File: src/rtl/gray_code_stream_conv.sv
// rtl/gray_code_stream_conv.sv - two-stage streaming binary/Gray/BCD code converter
module gray_code_stream_conv #(
    parameter int N  = 4,
    parameter int CW = 8
) (
    input  logic          clk,
    input  logic          rst,
    input  logic          in_valid,
    output logic          in_ready,
    input  logic [N-1:0]  in_data,
    input  logic [1:0]    in_mode,
    output logic          out_valid,
    input  logic          out_ready,
    output logic [N-1:0]  out_data,
    output logic          out_err,
    output logic [CW-1:0] err_cnt
);

    localparam logic [1:0] MODE_B2G  = 2'b00;
    localparam logic [1:0] MODE_G2B  = 2'b01;
    localparam logic [1:0] MODE_BCDG = 2'b10;
    localparam logic [1:0] MODE_PASS = 2'b11;

    // Stage 1 holding registers
    logic         v1;
    logic [N-1:0] d1;
    logic [1:0]   m1;

    // Stage 2 valid bit; data/err live directly in the output registers
    logic         v2;

    logic         ld1;
    logic         ld2;
    logic [N-1:0] conv_data;
    logic         conv_err;

    // Gray to binary is a running XOR from the MSB down to bit 0
    function automatic logic [N-1:0] gray_to_bin(input logic [N-1:0] g);
        logic [N-1:0] b;
        b[N-1] = g[N-1];
        for (int i = N - 2; i >= 0; i--) begin
            b[i] = b[i+1] ^ g[i];
        end
        return b;
    endfunction

    // Flags any complete nibble holding a value outside 0..9
    function automatic logic bcd_bad(input logic [N-1:0] d);
        logic bad;
        bad = 1'b0;
        for (int k = 0; k + 4 <= N; k += 4) begin
            if (d[k+:4] > 4'd9) begin
                bad = 1'b1;
            end
        end
        return bad;
    endfunction

    // A stage advances when it is empty or its downstream neighbour advances
    assign ld2       = !v2 || out_ready;
    assign ld1       = !v1 || ld2;
    assign in_ready  = ld1;
    assign out_valid = v2;

    // Conversion of the stage-1 word according to its captured mode
    always_comb begin
        conv_data = d1;
        conv_err  = 1'b0;
        case (m1)
            MODE_B2G:  conv_data = d1 ^ (d1 >> 1);
            MODE_G2B:  conv_data = gray_to_bin(d1);
            MODE_BCDG: begin
                conv_data = d1 ^ (d1 >> 1);
                conv_err  = bcd_bad(d1);
            end
            MODE_PASS: conv_data = d1;
            default:   conv_data = d1;
        endcase
    end

    // Stage 1: capture the accepted sample and its mode
    always_ff @(posedge clk or posedge rst) begin
        if (rst) begin
            v1 <= 1'b0;
            d1 <= '0;
            m1 <= 2'b00;
        end else if (ld1) begin
            v1 <= in_valid;
            if (in_valid) begin
                d1 <= in_data;
                m1 <= in_mode;
            end
        end
    end

    // Stage 2: register the converted result; held stable while stalled
    always_ff @(posedge clk or posedge rst) begin
        if (rst) begin
            v2       <= 1'b0;
            out_data <= '0;
            out_err  <= 1'b0;
        end else if (ld2) begin
            v2 <= v1;
            if (v1) begin
                out_data <= conv_data;
                out_err  <= conv_err;
            end
        end
    end

    // Saturating count of delivered results flagged as bad BCD
    always_ff @(posedge clk or posedge rst) begin
        if (rst) begin
            err_cnt <= '0;
        end else if (v2 && out_ready && out_err && (err_cnt != {CW{1'b1}})) begin
            err_cnt <= err_cnt + 1'b1;
        end
    end

endmodule

File: config.mk
export PLATFORM = sky130hd
export DESIGN_NAME = gray_code_stream_conv
export DESIGN_NICKNAME = d
export VERILOG_FILES = /design/src/rtl/gray_code_stream_conv.sv
export SDC_FILE = /design/constraint.sdc
export NUM_CORES = 1
export LEC_CHECK = 0
export BUFFER_PORTS_ARGS = -buffer_cell sky130_fd_sc_hd__buf_4
export CAP_MARGIN = 15
export CORE_ASPECT_RATIO = 1.2
export CORE_MARGIN = 2
export CORE_UTILIZATION = 48
export CTS_BUF_LIST = sky130_fd_sc_hd__clkbuf_16
export CTS_CLUSTER_DIAMETER = 30
export DETAILED_ROUTE_END_ITERATION = 10
export HOLD_SLACK_MARGIN = 0.08
export PLACE_DENSITY = 0.75
export SLEW_MARGIN = 20
export SYNTH_ARGS = -nofsm -noshare
export SYNTH_HDL_FRONTEND = slang
export SYNTH_SLANG_ARGS = --single-unit
export TNS_END_PERCENT = 10
File: constraint.sdc
create_clock -name clk -period 5.3 [get_ports clk]
set_clock_uncertainty 0.1 [all_clocks]
set_input_delay 1.06 -clock clk [delete_from_list [all_inputs] [get_ports clk]]
set_output_delay 1.06 -clock clk [all_outputs]
set_load 0.03 [all_outputs]
# Word level (Yosys, flattened, before mapping)
# Index checks and enable logic that the tools add are counted.
[word_totals]
reg_bits = 21
in_bits = 10
out_inout_bits = 15
wordCells = 31
[op_classes]
n_addsub = 1
n_lt_le_gt_ge = 1
n_eq_ne = 4
n_mux = 3
n_bitwise = 4
n_reduce_logical = 11
[ops]
columns = ["operator", "count"]
rows = [
  ["$pmux W4 S3", 1],
  ["$add A8 B1 Y8 const B", 1],
  ["$ne A8 B8 Y1 const B", 1],
  ["$eq A2 B2 Y1 const B", 2],
  ["$gt A4 B4 Y1 const B", 1],
  ["$reduce_and A2 Y1", 2],
  ["$xor A4 B3 Y4", 1],
  ["$logic_and A1 B1 Y1", 3],
  ["$xor A1 B1 Y1", 3],
  ["$eq A2 B1 Y1 const B", 1],
  ["$logic_not A1 Y1", 2],
  ["$logic_not A2 Y1", 1],
  ["$logic_or A1 B1 Y1", 2],
  ["$mux W1", 2],
  ["$reduce_or A2 Y1", 1],
]

# Depth between registers and ports, before layout
[depth]
depth_word = 4
ltp_mapped = 6
mapped_depth_nobuf = 6

# Least setup slack after synthesis
# OpenSTA, ideal clock, no wires.
[synth_timing]
kind = "input-to-output"
start = "in out_ready"
end = "out in_ready"
t_arrival_ns = 1.412
required_time_ns = 4.140
path_slack_ns = 2.728
stages = 1
n_path_buf = 0
cell_sequence = "nand3b_1"
[synth_between]
elab_chain_cells = 2
[synth_rtl]
columns = ["item", "line_no", "text"]
rows = [
  ["from (decl)", "13", "input logic out_ready,"],
  ["$logic_or A1 B1 Y1", "60", "assign ld2 = !v2 || out_ready;"],
  ["$logic_or A1 B1 Y1", "61", "assign ld1 = !v1 || ld2;"],
  ["to (decl)", "9", "output logic in_ready,"],
]
# No other way between the ends.

# Final worst setup path
# Ends and elaborated chain as after synthesis.

==> qor.csv <==
metric,value,unit
status,completed,
io_buffer_count,24,
setup_violations,0,
grt_pass1_wl,2863,µm
r2r_start,d1[2],
dieArea,0.002513,mm²
cpMostUsedCell,buf_4,
hold_path.class,register to register,
cts-resized-gates,0,
netlist_area,0.001021,mm²
die_h,54.52,µm
vias_per_cell,5.420,
hold_buffers,0,
layout_common_cells,"buf_4 (24), dfrtp_1 (21), nand2_1 (11), mux2_2 (11), inv_1 (6)",
syn_nets,105,
reg2regPathDepth,6,
fin_area,0.001305,mm²
worstHoldPathCells,1,
wl,1745,µm
clkSlewWorstSetupHoldPaths,0.05,ns
dr.pass1.iters,4,
rows,18,
cp_max_fo,3,
fp.coreArea,0.002027,mm²
clock-sinks,21,
hold_start,out_data[0],
gp_congestion,0.8129,
worstHoldEndpoint,out_data[0],
drtIter0Drc,8,
regToRegSetupSlack,3.51,ns
grt_pass1_vias,719,
start_util,50.37,%
syn_inst,90,
rsz0062_at_grt,no,
ys_seq_elements,21,
grt_max_degree,22,
relSlewSlack,47.17,%
boundaryPins,25,
p_leak,0.0006292,µW
finalCritPeriodShare,51.21,%
ant_nets,0,
num_vias,748,
setup-tns-final,0,ns
cts_tree,built,
cts_inserted_buffers,3,
drive_above_1_share,36.44,%
max_freq,368.5,MHz
critical_path_class,primary input to output pin,
nNetsFinal,134,
hold_viol,0,
maxCapViolations,0,
dpl_cell_area,0.001226,mm²
crit_arrival,1.55,ns
peakVddDrop,239.4,µV
crit_path_end_kind,output pin,
post_cts_buffers,0,
seq_area_frac_synth,51.47,%
crit_family,buffers and inverters,
cp_cell_sequence,buf_4 > nand3b_1 > buf_4,
slowest_stage,nand3b_1,
reg2reg_to,out_data[0],
fp.dieW,46.10,µm
cts_max_level,1,
cp.required,4.14,ns
critPathLaunchType,primary input,
area_growth,27.82,%
clockBufferDepth,2,
grt_util_all_layers,15.87,%
post-route-min-period,2.714,ns
root_buffer,clkbuf_16,
cpPeakStageDelay,0.19,ns
drcViolationCount,0,
wl_per_cell,12.64,µm
worst-path-buf-inv,2,
synth_warnings,0,
overflow,0,
worstMarginPinSlew,0.7916,ns
num_antenna_cells,0,
slew_violations,0,
p_per_area,405.2,mW/mm²
ys_types,26,
clk_latency,0.25,ns
grt_antenna_before_repair,0,
final_common_cell,buf_4,
postSynthAreaPerCell,11.34,µm²
-- how the worst max path moves through the flow --
stage,startpoint,to,slack (ns),depth (start not counted)
after floorplan,out_ready,in_ready,2.73,1
after global placement,out_ready,in_ready,2.60,3
after detailed placement,out_ready,in_ready,2.59,3
after CTS,out_ready,in_ready,2.59,3
after global routing,out_ready,in_ready,2.55,3
final,out_ready,in_ready,2.59,3
-- state kept, by name (all words and copies together) (netlist names) --
register / cells
err_cnt: 8
d1: 4
out_data: 4
m1: 2
out_err: 1
out_valid: 1
v1: 1
-- cell families (layout without fill, tap and decap cells) --
| logic type | Yosys count | count (layout) | share of synthesized area [%] |
|---|---|---|---|
| buffers and inverters | 5 | 33 | 1.838 |
| XOR/XNOR | 5 | 5 | 4.289 |
| AND/OR/NAND/NOR | 28 | 28 | 14.46 |
| multiplexers | 11 | 11 | 12.13 |
| flip-flops | 21 | 21 | 51.47 |
| adder cells (fa/ha/maj) | 5 | 5 | 6.127 |
| AO/OA/AOI/OAI | 15 | 15 | 9.682 |
-- area by class of cell --
type                            instances  area (µm²)
Clock buffer                            3       75.07
Clock inverter                          1       3.754
Fill cell                             173       721.9
Inverter                                5       18.77
Multi-Input combinational cell         64       476.7
Sequential cell                        21       525.5
Tap cell                               20       25.02
Timing Repair Buffer                   24       180.2
-- Yosys cell counts, drive strengths merged --
cell type  count  share of area, %
a21o           1              0.74
a21oi          4               2.0
a311oi         1               1.5
a31oi          1              0.61
and3           3               2.1
dfrtp         21                51
ha             5               6.1
inv            5               1.8
mux2          11                12
nand2         11               4.0
nand2b         4               2.5
nand3          2               1.5
nand3b         1              0.74
nand4          1              0.61
nor2           3               1.1
nor2b          1              0.61
nor3b          1              0.74
o2111ai        1              0.86
o21ai          6               3.3
o21bai         1              0.74
or3            1              0.61
xnor2          4               3.4
xor2           1              0.86
-- layer usage --
metal | vias up | wire, µm | share of wire (%) | track usage, %
li1 | 370 | - | - | -
met1 | 358 | 719 | 41 | 17.41
met2 | 18 | 932 | 53 | 28.70
met3 | 2 | 85 | 4.9 | 2.970
met4 | 0 | 8 | 0.46 | 7.619
met5 | - | 0 | 0 | 0
-- stage by stage --
stage	hold WS, ns	power (µW)	instances	setup WS, ns	util, %
4_1_cts	0.3869	534.8	138	2.585	64.38
3_3_place_gp	0.3685	373.0	134	2.596	60.49
3_5_place_dp	0.3749	380.5	134	2.593	60.49
2_1_floorplan	0.3569	321.4	90	2.728	-
5_1_grt	0.4108	556.8	138	2.550	64.38
6_report	0.3862	528.8	138	2.586	64.38
-- report_power, final --
part | leakage [µW] | internal (µW) | switching, µW
sequential | 0.000262 | 190 | 28.2
combinational | 0.000325 | 68.3 | 88.9
clock | 0.0000423 | 100 | 53.3
(Power assumes the default switching activity.)
